[config.mk]
export PLATFORM = sky130hd
export DESIGN_NAME = sdh_pos_cnt
export DESIGN_NICKNAME = d
export VERILOG_FILES = /design/src/rtl/sdh_pkg.sv /design/src/rtl/sdh_pos_cnt_wrap.sv /design/src/rtl/sdh_pos_cnt.sv
export SDC_FILE = /design/constraint.sdc
export NUM_CORES = 1
export LEC_CHECK = 0
export BUFFER_PORTS_ARGS = -buffer_cell sky130_fd_sc_hd__buf_2
export CAP_MARGIN = 5
export CORE_ASPECT_RATIO = 1.1
export CORE_MARGIN = 2
export CORE_UTILIZATION = 52
export CTS_CLUSTER_DIAMETER = 150
export CTS_CLUSTER_SIZE = 20
export DETAILED_ROUTE_END_ITERATION = 8
export GPL_TIMING_DRIVEN = 0
export MAX_ROUTING_LAYER = met4
export PLACE_DENSITY = 0.83
export SYNTH_ARGS = -nofsm -noshare
export SYNTH_HDL_FRONTEND = slang
export SYNTH_SLANG_ARGS = --single-unit
[constraint.sdc]
create_clock -name clk19 -period 3.9 [get_ports clk19]
set_input_delay 0.78 -clock clk19 [delete_from_list [all_inputs] [get_ports clk19]]
set_output_delay 0.78 -clock clk19 [all_outputs]
set_load 0.02 [all_outputs]
[src/rtl/sdh_pkg.sv]
// Shared definitions for the SDH frame-position counter: FSM states,
// STM-1 default geometry and just_act bit positions.
package sdh_pkg;

    typedef enum logic [1:0] {
        HUNT     = 2'd0,
        RUN      = 2'd1,
        PEND_INC = 2'd2,
        PEND_DEC = 2'd3
    } sdh_state_e;

    localparam int unsigned STM1_MAXROW = 9;
    localparam int unsigned STM1_MAXCOL = 90;
    localparam int unsigned STM1_MAXSTS = 3;
    localparam int unsigned STM1_TOHCOL = 3;
    localparam int unsigned STM1_SOFCOL = 3;
    localparam int unsigned STM1_PTRROW = 3;

    localparam int unsigned JUST_POS = 0;
    localparam int unsigned JUST_NEG = 1;

endpackage

[src/rtl/sdh_pos_cnt_wrap.sv]
// sdh_wrap_cnt: generic modulo-MAX counter with load, advance and carry-out.
// cnt_nxt exposes the next-state value so the parent can register flags
// for the same byte without an extra cycle of latency.
module sdh_wrap_cnt #(
    parameter int unsigned W   = 2,
    parameter int unsigned MAX = 3
) (
    input  logic         clk,
    input  logic         rst_n,
    input  logic         inc,
    input  logic         load,
    input  logic [W-1:0] load_val,
    output logic [W-1:0] cnt,
    output logic [W-1:0] cnt_nxt,
    output logic         co
);

    logic [W-1:0] cnt_q, cnt_d;
    logic         at_max;

    // next count: load wins over advance; wrap at MAX-1
    always_comb begin
        at_max = (cnt_q == W'(MAX - 1));
        cnt_d  = cnt_q;
        if (load) begin
            cnt_d = load_val;
        end else if (inc) begin
            cnt_d = at_max ? '0 : cnt_q + W'(1);
        end
    end

    // count register
    always_ff @(posedge clk or negedge rst_n) begin
        if (!rst_n) begin
            cnt_q <= '0;
        end else begin
            cnt_q <= cnt_d;
        end
    end

    assign cnt     = cnt_q;
    assign cnt_nxt = cnt_d;
    assign co      = inc & at_max;

endmodule

[src/rtl/sdh_pos_cnt.sv]
// sdh_pos_cnt: SDH frame-position counter (row/col/sts) with hunt/lock,
// TOH/payload flags and justification-window handling.
// Optional feature macro: SDH_SOF_CHECK_EN (rxsof position check, sof_err_cnt).
module sdh_pos_cnt
    import sdh_pkg::*;
#(
    parameter int unsigned RWID   = 4,
    parameter int unsigned CWID   = 7,
    parameter int unsigned SWID   = 2,
    parameter int unsigned MAXROW = STM1_MAXROW,
    parameter int unsigned MAXCOL = STM1_MAXCOL,
    parameter int unsigned MAXSTS = STM1_MAXSTS,
    parameter int unsigned TOHCOL = STM1_TOHCOL,
    parameter int unsigned SOFCOL = STM1_SOFCOL,
    parameter int unsigned PTRROW = STM1_PTRROW
) (
    input  logic            clk19,
    input  logic            rst_n,
    input  logic            en,
    input  logic            rxsof,
    input  logic            inc,
    input  logic            dec,
    output logic [RWID-1:0] row,
    output logic [CWID-1:0] col,
    output logic [SWID-1:0] sts,
    output logic            locked,
    output logic            oh,
    output logic            pld_vld,
    output logic            sof_out,
    output logic [1:0]      just_act,
    output logic            just_err,
    output logic            sof_err
`ifdef SDH_SOF_CHECK_EN
    ,
    output logic [7:0]      sof_err_cnt
`endif
);

    logic            ld;
    logic [RWID-1:0] row_q, row_d;
    logic [CWID-1:0] col_q, col_d;
    logic [SWID-1:0] sts_q, sts_d;
    logic            sts_co, col_co, row_co;

    sdh_state_e      state_q, state_d;
    logic            locked_q, locked_d;
    logic            oh_q, oh_d;
    logic            pld_q, pld_d;
    logic            sof_q, sof_d;
    logic [1:0]      just_act_q, just_act_d;
    logic            just_err_q, just_err_d;
    logic            row_end, win_done, win_pos, win_neg;

    assign ld = en & rxsof;

    sdh_wrap_cnt #(.W(SWID), .MAX(MAXSTS)) u_sts (
        .clk(clk19), .rst_n(rst_n), .inc(en), .load(ld), .load_val('0),
        .cnt(sts_q), .cnt_nxt(sts_d), .co(sts_co)
    );

    sdh_wrap_cnt #(.W(CWID), .MAX(MAXCOL)) u_col (
        .clk(clk19), .rst_n(rst_n), .inc(sts_co), .load(ld), .load_val(CWID'(SOFCOL)),
        .cnt(col_q), .cnt_nxt(col_d), .co(col_co)
    );

    sdh_wrap_cnt #(.W(RWID), .MAX(MAXROW)) u_row (
        .clk(clk19), .rst_n(rst_n), .inc(col_co), .load(ld), .load_val('0),
        .cnt(row_q), .cnt_nxt(row_d), .co(row_co)
    );

    // hunt/lock and justification-request FSM next state
    always_comb begin
        state_d    = state_q;
        just_err_d = 1'b0;
        row_end    = col_co && (row_q == RWID'(PTRROW));
        win_done   = (state_q == PEND_INC) ? just_act_q[JUST_POS] : just_act_q[JUST_NEG];
        if (en) begin
            if (state_q == HUNT) begin
                if (rxsof) state_d = RUN;
            end else if (state_q == RUN) begin
                if (inc && dec)   just_err_d = 1'b1;
                else if (inc)     state_d = PEND_INC;
                else if (dec)     state_d = PEND_DEC;
            end else begin
                if (inc || dec)   just_err_d = 1'b1;
                // a request that missed this frame's window stays pending
                if (row_end && win_done) state_d = RUN;
            end
        end
    end

    // byte flags from the next-state position so they line up with row/col/sts
    always_comb begin
        win_pos    = (row_d == RWID'(PTRROW)) && (col_d == CWID'(TOHCOL));
        win_neg    = (row_d == RWID'(PTRROW)) && (col_d == CWID'(TOHCOL - 1));
        locked_d   = (state_d != HUNT);
        oh_d       = (col_d < CWID'(TOHCOL));
        pld_d      = locked_d && !oh_d;
        sof_d      = (row_d == '0) && (col_d == '0) && (sts_d == '0);
        just_act_d = just_act_q;
        if (row_co && !ld) just_act_d = '0;
        if ((state_d == PEND_INC) && win_pos) begin
            pld_d                = 1'b0;
            just_act_d[JUST_POS] = 1'b1;
        end
        if ((state_d == PEND_DEC) && win_neg) begin
            pld_d                = 1'b1;
            just_act_d[JUST_NEG] = 1'b1;
        end
    end

    // FSM and output flag registers
    always_ff @(posedge clk19 or negedge rst_n) begin
        if (!rst_n) begin
            state_q    <= HUNT;
            locked_q   <= 1'b0;
            oh_q       <= 1'b0;
            pld_q      <= 1'b0;
            sof_q      <= 1'b0;
            just_act_q <= '0;
            just_err_q <= 1'b0;
        end else begin
            state_q    <= state_d;
            locked_q   <= locked_d;
            oh_q       <= oh_d;
            pld_q      <= pld_d;
            sof_q      <= sof_d;
            just_act_q <= just_act_d;
            just_err_q <= just_err_d;
        end
    end

`ifdef SDH_SOF_CHECK_EN
    logic       sof_err_q, sof_err_d;
    logic [7:0] err_cnt_q, err_cnt_d;

    // rxsof while locked must arrive on the byte just before (0,SOFCOL,0)
    always_comb begin
        sof_err_d = ld && (state_q != HUNT) &&
                    !((row_q == '0) && (col_q == CWID'(SOFCOL - 1)) &&
                      (sts_q == SWID'(MAXSTS - 1)));
        err_cnt_d = (sof_err_d && (err_cnt_q != '1)) ? err_cnt_q + 8'd1 : err_cnt_q;
    end

    // sof error pulse and saturating debug counter
    always_ff @(posedge clk19 or negedge rst_n) begin
        if (!rst_n) begin
            sof_err_q <= 1'b0;
            err_cnt_q <= '0;
        end else begin
            sof_err_q <= sof_err_d;
            err_cnt_q <= err_cnt_d;
        end
    end

    assign sof_err     = sof_err_q;
    assign sof_err_cnt = err_cnt_q;
`else
    assign sof_err = 1'b0;
`endif

    assign row      = row_q;
    assign col      = col_q;
    assign sts      = sts_q;
    assign locked   = locked_q;
    assign oh       = oh_q;
    assign pld_vld  = pld_q;
    assign sof_out  = sof_q;
    assign just_act = just_act_q;
    assign just_err = just_err_q;

endmodule

==> results of run 1 <==
## logic make-up (layout without fill, tap and decap cells)
group                      after synthesis  in the layout  share of synthesized area [%]
buffers and inverters                   15             43                           5.84
adders and majority gates                4              4                           3.71
DFF                                     22             22                           40.8
xor gates and xnor gates                 7              7                           4.55
other                                    1              1                          0.278
muxes                                    3              3                           2.23
and+or+nand+nor                         61             61                           27.7
AOI/OAI and AO/OA                       26             26                           14.8
## state kept, by name, indices dropped and copies added (netlist names)
signal and count:
state_q 2, just_act 2, u_row.cnt 4, u_col.cnt 7
oh 1, u_sts.cnt 2, locked 1, just_err 1
pld_vld 1, sof_out 1
## final cells by class
class                           instances  area [um2]  area share, %
Buffer                                  7        48.8           3.16
Clock buffer                            4        36.3           2.35
Inverter                                8        30.0           1.94
Multi-Input combinational cell        102         719           46.6
Sequential cell                        22         551           35.7
Tap cell                               31        38.8           2.51
Timing Repair Buffer                   24         120           7.78
## synthesized netlist by cell type (all sizes together) (2+ instances only)
library cell	count	area, um2
dfrtp	22	551
nand2	14	52.6
nor2	14	52.6
inv	8	30.0
buf	6	45.0
a21oi	5	25.0
ha	4	50.1
nand4b	4	35.0
nor3	4	25.0
xor2	4	35.0
a21o	3	22.5
a31o	3	26.3
mux2i	3	30.0
nand3	3	20.0
nand4	3	18.8
nor4	3	25.0
o21ai	3	18.8
xnor2	3	26.3
a31oi	2	12.5
and2	2	12.5
and3	2	12.5
and3b	2	17.5
nand3b	2	15.0
## metrics by stage
stage	hold WS [ns]	instance area [um2]	worst slack, ns
4_1_cts	0.429	1540	1.65
2_1_floorplan	0.484	1350	1.67
3_5_place_dp	0.484	1510	1.48
3_3_place_gp	0.484	1510	1.50
6_report	0.416	1540	1.64
5_1_grt	0.444	1540	1.55
## metal layers
layer / track usage (%) / wire [um]
met5: - / 0
met4: 10.3 / 38
met3: 2.62 / 109
met2: 35.9 / 1490
met1: 26.8 / 1370
## power groups by stage
stage	Clock (uW)	Combinational [uW]	Sequential (uW)
global route	140	137	270
CTS	132	126	267
finish	128	126	268
floorplan	0	72.5	285
detailed placement	0	125	272
global placement	0	122	270
## how the worst max path moves through the flow
stage / from / to / cells after the start
after floorplan: en / pld_vld$_DFF_PN0_ / 8
after global placement: en / pld_vld$_DFF_PN0_ / 8
after detailed placement: en / pld_vld$_DFF_PN0_ / 8
after CTS: u_col.cnt[0]$_DFF_PN0_ / pld_vld$_DFF_PN0_ / 8
after global routing: u_col.cnt[0]$_DFF_PN0_ / pld_vld$_DFF_PN0_ / 8
final: u_col.cnt[0]$_DFF_PN0_ / pld_vld$_DFF_PN0_ / 8
==> results.py, run 1 <==
metrics = {
    "floorplan": {
        "initial_utilization_pct": 54.6,
        "num_io_pins": 27,
        "fp.dieW_um": 52.6,
        "die-height_um": 57.4,
        "dieArea_um2": 3020,
        "core_um2": 2470,
        "row_count": 19,
    },
    "timing": {
        "setup_viol_count_final": 0,
        "fmax_mhz": 442,
        "skew_ns": 0.00483,
        "slew_violations": 0,
        "min_period_ns": 2.26,
        "period_share_pct": 58.0,
        "hold_violations": 0,
        "rsz0062_at_grt": "false",
        "tns_ns": 0,
    },
    "routing": {
        "vias": 1153,
        "wl_per_cell_um": 15.2,
        "drt_iter0_markers": 31,
        "ant_nets": 0,
        "drcViolationCount": 0,
        "routed_wl_um": 3010,
        "vias_per_cell": 5.82,
        "drt-pass1-iter-count": 4,
    },
    "clock_tree": {
        "cts_setup_buffers": 0,
        "cts_tree": "yes",
        "hold_buffers": 0,
        "numClockSinks": 22,
        "post_cts_resize_count": 0,
        "cts_buffers": 3,
        "insertion_delay_ns": 0.31,
        "cts_root_buf": "clkbuf_4",
        "clk_pin_slew_ns": 0.13,
        "clk_path_buf_depth": 2,
        "h-tree-depth": 1,
    },
    "layout": {
        "synthToLayoutAreaGrowth_pct": 14.5,
        "nets": 178,
        "fin_util_pct": 62.4,
        "fin_cells": 198,
        "fillers": 214,
        "n_antenna_cell": 0,
        "final_common_cell": "buf_2",
        "layout-drive-gt1-share_pct": 25.1,
        "final_cell_mix": "buf_2, dfrtp_1, nand2_1, nor2_1, inv_1",
    },
    "setup_path": {
        "cp_cell_sequence": "ha_1, and4b_1, buf_4, a311oi_1, a211o_1, a31o_1, nand4b_1, a31o_1",
        "worstSetupEndpointType": "flip-flop",
        "cpMostUsedCell": "a31o_1",
        "cpPeakStageDelay_ns": 0.50,
        "timing.rr.end": "pld_vld$_DFF_PN0_",
        "r2r-start": "u_col.cnt[0]$_DFF_PN0_",
        "crit_arrival_ns": 2.47,
        "cp-start-kind": "flip-flop",
        "r2r_cells": 8,
        "critPathBufInv": 1,
        "crit_required_ns": 4.11,
        "cp_slowest_cell": "dfrtp_1",
        "crit_type": "flip-flop to flip-flop",
        "critPathMaxFanout": 9,
        "reg2reg_slack_ns": 1.64,
        "path_delay_family": "compound AO/OA/AOI/OAI gates",
    },
    "outcome": {
        "run_status": "completed",
    },
    "grt": {
        "grt_pass1_wl_um": 4840,
        "grt-ovfl-total": 0,
        "grt_max_degree": 23,
        "grtUsageTotal_pct": 22.0,
        "antenna_found_initial": 0,
        "grt_pass1_vias": 1130,
    },
    "pwr": {
        "ir_drop_mv": 0.224,
        "leakage_uw": 0.000739,
        "p_int_uw": 356,
        "switching_share_pct": 31.7,
        "combPwrFrac_pct": 24.1,
        "finalPower_uw": 522,
        "p_seq_share_pct": 51.4,
        "clkPwrFrac_pct": 24.5,
        "power.switching_uw": 165,
        "power_density_nw_per_um2": 338,
    },
    "logic_synthesis": {
        "syn_avg_cell_area_um2": 9.70,
        "synth.cell_area_um2": 1350,
        "ys_types": 51,
        "ys_seq_elements": 22,
        "async_reset_ff_share_pct": 100,
        "synth_edf_count": 0,
        "yosys_most_used_dff": "dfrtp_1",
        "syn_inst": 139,
        "yosys_warnings": 0,
        "synth_seq_area_share_pct": 40.8,
        "syn_nets": 149,
    },
    "placed_design": {
        "dp.cells": 194,
        "place_congestion": 0.879,
        "io_buffers": 24,
        "dp_hpwl_um": 2240,
    },
    "min_path": {
        "hold_class": "primary input to asynchronous set/reset pin",
    },
    "flow_run": {
        "cap_violations": 0,
    },
}
(Power assumes the default switching activity.)
==> run 2, diff against run 1 <==
Settings changed: ABC_AREA from default to 1.
Clock period 3.9 ns to 2.2 ns, I/O delays scaled along.
==> results.py, run 2 <==
metrics = {
    "outcome": {
        "run_status": "completed",
    },
    "timing": {
        "fin_ws_ns": 0.381,
        "slew_violations": 0,
        "hold_violations": 0,
        "period_share_pct": 82.7,
        "skew_ns": 0.00687,
        "setup_viol_count_final": 0,
        "rsz0062_at_grt": "false",
        "fmax_mhz": 550,
        "tns_ns": 0,
        "min_period_ns": 1.82,
    },
    "layout": {
        "fillers": 240,
        "register_area_um2": 551,
        "layout-drive-gt1-share_pct": 25.5,
        "final_cell_mix": "nand2_1, inv_1, buf_2, dfrtp_1, nand3_1",
        "fin_util_pct": 64.0,
        "largest_reg_flops": 7,
        "fin_cells": 251,
        "n_antenna_cell": 0,
        "nets": 231,
        "final_common_cell": "nand2_1",
        "multi_input_area_um2": 692,
        "synthToLayoutAreaGrowth_pct": 15.1,
    },
    "floorplan": {
        "row_count": 19,
        "die-height_um": 58.4,
        "dieArea_um2": 3120,
        "fp.dieW_um": 53.5,
        "num_io_pins": 27,
        "initial_utilization_pct": 55.6,
        "core_um2": 2520,
    },
    "routing": {
        "ant_nets": 0,
        "drt-pass1-iter-count": 4,
        "drcViolationCount": 0,
        "vias": 1259,
        "drt_iter0_markers": 19,
        "routed_wl_um": 2830,
        "vias_per_cell": 5.02,
        "wl_per_cell_um": 11.3,
    },
    "logic_synthesis": {
        "async_reset_ff_share_pct": 100,
        "synth_common_cells": "nand2_1, inv_1, dfrtp_1",
        "syn_nets": 202,
        "synth_compound_area_share_pct": 5.90,
        "ys_types": 23,
        "synth.area.top_cells": "dfrtp_1, nand2_1, inv_1",
        "yosysTopAreaCell": "dfrtp_1",
        "synth_seq_area_share_pct": 39.3,
        "synth_top_family_by_area": "simple AND/OR/NAND/NOR gates",
        "synth_top_area_share_pct": 39.3,
        "synthMuxAreaShare_pct": 0,
        "syn_avg_cell_area_um2": 7.29,
        "synth_most_common_cell": "nand2_1",
        "synth_xor_area_share_pct": 0,
        "yosys_warnings": 0,
        "ys_seq_elements": 22,
        "synth.cell_area_um2": 1400,
        "synthAdderAreaFrac_pct": 3.57,
        "syn_inst": 192,
        "synth_edf_count": 0,
        "yosys.area_share.simple_pct": 39.7,
        "yosys_most_used_dff": "dfrtp_1",
    },
    "setup_path": {
        "crit_required_ns": 2.44,
        "crit_arrival_ns": 2.06,
        "worstSetupEndpointType": "flip-flop",
        "crit_type": "flip-flop to flip-flop",
        "critPathMaxFanout": 5,
        "timing.rr.end": "pld_vld$_DFF_PN0_",
        "r2r-start": "u_col.cnt[1]$_DFF_PN0_",
        "cp-start-kind": "flip-flop",
        "r2r_cells": 13,
        "reg2reg_slack_ns": 0.38,
    },
    "clock_tree": {
        "post_cts_resize_count": 0,
        "cts_setup_buffers": 0,
        "insertion_delay_ns": 0.33,
        "cts_root_buf": "clkbuf_4",
        "clk_path_buf_depth": 2,
        "cts_buffers": 3,
        "h-tree-depth": 1,
        "clk_pin_slew_ns": 0.12,
        "numClockSinks": 22,
        "cts_tree": "yes",
        "hold_buffers": 0,
    },
    "placed_design": {
        "dp_hpwl_um": 2210,
        "io_buffers": 24,
        "dp.cells": 247,
        "place_congestion": 0.785,
        "dp_slack_ns": 0.400,
    },
    "flow_run": {
        "cap_violations": 0,
    },
    "grt": {
        "grtUsageTotal_pct": 22.7,
        "grt-ovfl-total": 0,
        "antenna_found_initial": 0,
        "grt_max_degree": 23,
        "grt_pass1_wl_um": 4990,
        "grt_pass1_vias": 1164,
    },
    "pwr": {
        "switching_share_pct": 31.1,
        "p_int_uw": 696,
        "p_seq_share_pct": 45.8,
        "finalPower_uw": 1010,
        "leakage_uw": 0.000908,
        "clkPwrFrac_pct": 31.3,
        "power.switching_uw": 314,
        "power_density_nw_per_um2": 626,
        "combPwrFrac_pct": 22.8,
        "ir_drop_mv": 0.540,
    },
    "min_path": {
        "hold_class": "primary input to asynchronous set/reset pin",
    },
}
run 2: worst max path at each step:
stage,slack [ns],to,startpoint,cells past startpoint
5_1_grt,0.18,pld_vld$_DFF_PN0_,u_col.cnt[1]$_DFF_PN0_,13
3_5_place_dp,0.40,pld_vld$_DFF_PN0_,u_col.cnt[1]$_DFF_PN0_,13
2_1_floorplan,0.48,pld_vld$_DFF_PN0_,u_col.cnt[0]$_DFF_PN0_,12
6_report,0.38,pld_vld$_DFF_PN0_,u_col.cnt[1]$_DFF_PN0_,13
3_3_place_gp,0.41,pld_vld$_DFF_PN0_,en,12
4_1_cts,0.37,pld_vld$_DFF_PN0_,u_col.cnt[1]$_DFF_PN0_,13
run 2: cells by family (layout without fill, tap and decap cells):
kind of cell,Yosys count,in the layout
buffers and inverters,40,68
AOI/OAI and AO/OA,16,16
adders and majority gates,4,4
other,1,1
and+or+nand+nor,109,109
DFF,22,22
run 2: metal layers:
metal | part of all wire (%) | vias up | GRT usage (%)
li1 | - | 653 | -
met1 | 45 | 583 | 26.7
met2 | 50 | 18 | 37.0
met3 | 2.7 | 5 | 4.06
met4 | 2.0 | 0 | 11.0
met5 | 0 | - | -
run 2: worst max-delay path: stages, from the launching register on:
cell and delay, ns:
dfrtp_1 0.44, inv_1 0.07, ha_1 0.18, nand2_1 0.06, inv_1 0.06, nand3_2 0.11
nor2_4 0.15, nor2_1 0.07, nor2_2 0.19, nand2_1 0.08, nor2_1 0.08, nand3_1 0.11
nand2_1 0.07, nand2_1 0.05
run 2: stage by stage:
| stage | hold WS [ns] | instance area, um2 |
|---|---|---|
| finish | 0.0373 | 1610 |
| floorplan | 0.144 | 1400 |
| detailed placement | 0.428 | 1560 |
| global route | 0.0583 | 1610 |
| CTS | 0.0564 | 1610 |
| global placement | 0.422 | 1560 |
run 2: area by class of cell:
type,count,share of cell area [%]
inverter,38,8.85
clock buffer,3,1.40
tap,31,2.41
sequential,22,34.2
buffer,2,0.932
clock inverter,1,1.86
multi-input combinational,130,42.9
timing repair buffer,24,7.45
run 2: power by group through the flow:
| stage | registers, uW | clock network, uW | logic [uW] |
|---|---|---|---|
| 2_1_floorplan | 507 | 0 | 124 |
| 3_3_place_gp | 470 | 0 | 226 |
| 3_5_place_dp | 471 | 0 | 232 |
| 4_1_cts | 463 | 322 | 233 |
| 5_1_grt | 467 | 339 | 260 |
| 6_report | 463 | 316 | 231 |
==> run 3, diff against run 2 <==
Clock period 2.2 ns to 1.8 ns, I/O delays scaled along.
==> results.py, run 3 (same netlist as run 2, synthesis figures left out) <==
metrics = {
    "grt": {
        "antenna_found_initial": 0,
        "grt_pass1_wl_um": 5040,
        "grt-ovfl-total": 0,
        "grtUsageTotal_pct": 22.9,
        "grt_pass1_vias": 1180,
        "grt_max_degree": 23,
    },
    "setup_path": {
        "cpMostUsedCell": "nand2_1",
        "cpPeakStageDelay_ns": 0.42,
        "crit_arrival_ns": 1.99,
        "cp_cell_sequence": "inv_2, ha_4, nand2_1, inv_2, nand3_4, nor2_4, nor2_1, nor2_2, nand2_1, nor2_1, nand3_1, nand2_1, nand2_1",
        "r2r_cells": 13,
        "path_delay_family": "simple AND/OR/NAND/NOR gates",
        "critPathMaxFanout": 4,
        "crit_type": "flip-flop to flip-flop",
        "cp-start-kind": "flip-flop",
        "r2r-start": "u_col.cnt[1]$_DFF_PN0_",
        "timing.rr.end": "pld_vld$_DFF_PN0_",
        "reg2reg_slack_ns": 0.05,
        "worstSetupEndpointType": "flip-flop",
        "critPathBufInv": 2,
        "crit_required_ns": 2.04,
        "cp_slowest_cell": "dfrtp_1",
    },
    "layout": {
        "register_area_um2": 554,
        "fillers": 215,
        "largest_reg_flops": 7,
        "multi_input_area_um2": 767,
        "final_cell_mix": "nand2_1, inv_1, buf_2, dfrtp_1, nor2_1",
        "layout-drive-gt1-share_pct": 35.6,
        "n_antenna_cell": 0,
        "nets": 244,
        "final_common_cell": "nand2_1",
        "fin_util_pct": 70.9,
        "synthToLayoutAreaGrowth_pct": 27.6,
    },
    "pwr": {
        "power_density_nw_per_um2": 731,
        "leakage_uw": 0.000964,
        "ir_drop_mv": 0.700,
    },
    "min_path": {
        "whs_endpoint": "just_err$_DFF_PN0_",
        "min-delay-start": "dec",
        "hold_class": "primary input to flip-flop",
        "holdPathStages": 3,
    },
    "floorplan": {
        "core_um2": 2520,
        "die-height_um": 58.4,
        "dieArea_um2": 3120,
        "num_io_pins": 27,
        "row_count": 19,
        "fp.dieW_um": 53.5,
        "initial_utilization_pct": 55.6,
    },
    "timing": {
        "slew_violations": 0,
        "rsz0062_at_grt": "true",
        "skew_ns": 0.00613,
        "setup_viol_count_final": 0,
        "min_period_ns": 1.75,
        "fmax_mhz": 573,
        "hold_violations": 0,
        "hold_slack_ns": 0.354,
        "period_share_pct": 97.0,
    },
    "clock_tree": {
        "h-tree-depth": 1,
        "clk_path_buf_depth": 2,
        "insertion_delay_ns": 0.34,
        "cts_root_buf": "clkbuf_4",
        "clk_pin_slew_ns": 0.13,
        "cts_tree": "yes",
        "numClockSinks": 22,
        "cts_buffers": 3,
    },
    "placed_design": {
        "io_buffers": 24,
        "dp_hpwl_um": 2210,
        "place_congestion": 0.785,
    },
    "routing": {
        "drcViolationCount": 0,
        "wl_per_cell_um": 12.2,
        "drt-pass1-iter-count": 5,
        "vias": 1360,
        "ant_nets": 0,
        "routed_wl_um": 3210,
        "drt_iter0_markers": 34,
        "vias_per_cell": 5.15,
    },
    "outcome": {
        "run_status": "completed",
    },
    "flow_run": {
        "cap_violations": 0,
    },
}
[run 3: repair_timing]
action / in CTS / in global routing
pin swaps: 1 / 9
setup buffers: 3 / 8
hold buffers: 1 / 0
gates resized for setup: 0 / 20
endpoints found under the setup margin: 2 / 3
endpoints found under the hold margin: 22 / 0
gates cloned: 0 / 1
[run 3: cell type report]
class	instances	area share, %
buffer	2	0.840
inverter	38	7.98
multi-input combinational	131	42.9
tap	31	2.17
clock inverter	1	1.68
timing repair buffer	36	12.1
clock buffer	3	1.26
sequential	22	31.0
[run 3: worst max path at each step]
stage / to / depth (start not counted) / start
floorplan: pld_vld$_DFF_PN0_ / 12 / u_col.cnt[0]$_DFF_PN0_
global placement: pld_vld$_DFF_PN0_ / 13 / u_col.cnt[1]$_DFF_PN0_
detailed placement: pld_vld$_DFF_PN0_ / 13 / u_col.cnt[1]$_DFF_PN0_
CTS: pld_vld$_DFF_PN0_ / 10 / u_row.cnt[0]$_DFF_PN0_
global route: pld_vld$_DFF_PN0_ / 13 / u_col.cnt[1]$_DFF_PN0_
finish: pld_vld$_DFF_PN0_ / 13 / u_col.cnt[1]$_DFF_PN0_
[run 3: routing by layer]
metal	GRT usage, %	routed length (um)	vias up
li1	-	-	678
met1	27.0	1340	630
met2	37.4	1620	41
met3	4.06	132	11
met4	11.0	115	0
met5	-	0	-
[run 3: report_power, final]
group | internal, uW | switching, uW | total (uW) | leakage, uW
Sequential | 532 | 34.4 | 567 | 0.000261
Clock | 226 | 168 | 394 | 0.0000279
Combinational | 132 | 214 | 345 | 0.000675
Total | 890 | 416 | 1310 | 0.000964
[run 3: metrics by stage]
step	power [uW]	setup WS (ns)	instance area (um2)	setup TNS (ns)	cells
floorplan	772	0.0842	1400	0	192
CTS	1260	0.0305	1640	0	255
global route	1370	-0.0637	1790	-0.106	264
global placement	851	0.0323	1560	0	247
detailed placement	860	0.000109	1560	0	247
finish	1310	0.0542	1790	0	264
[run 3: worst min-delay path: stages]
cell	delay, ns
buf_2	0.11
nor2_1	0.12
nor4_1	0.07
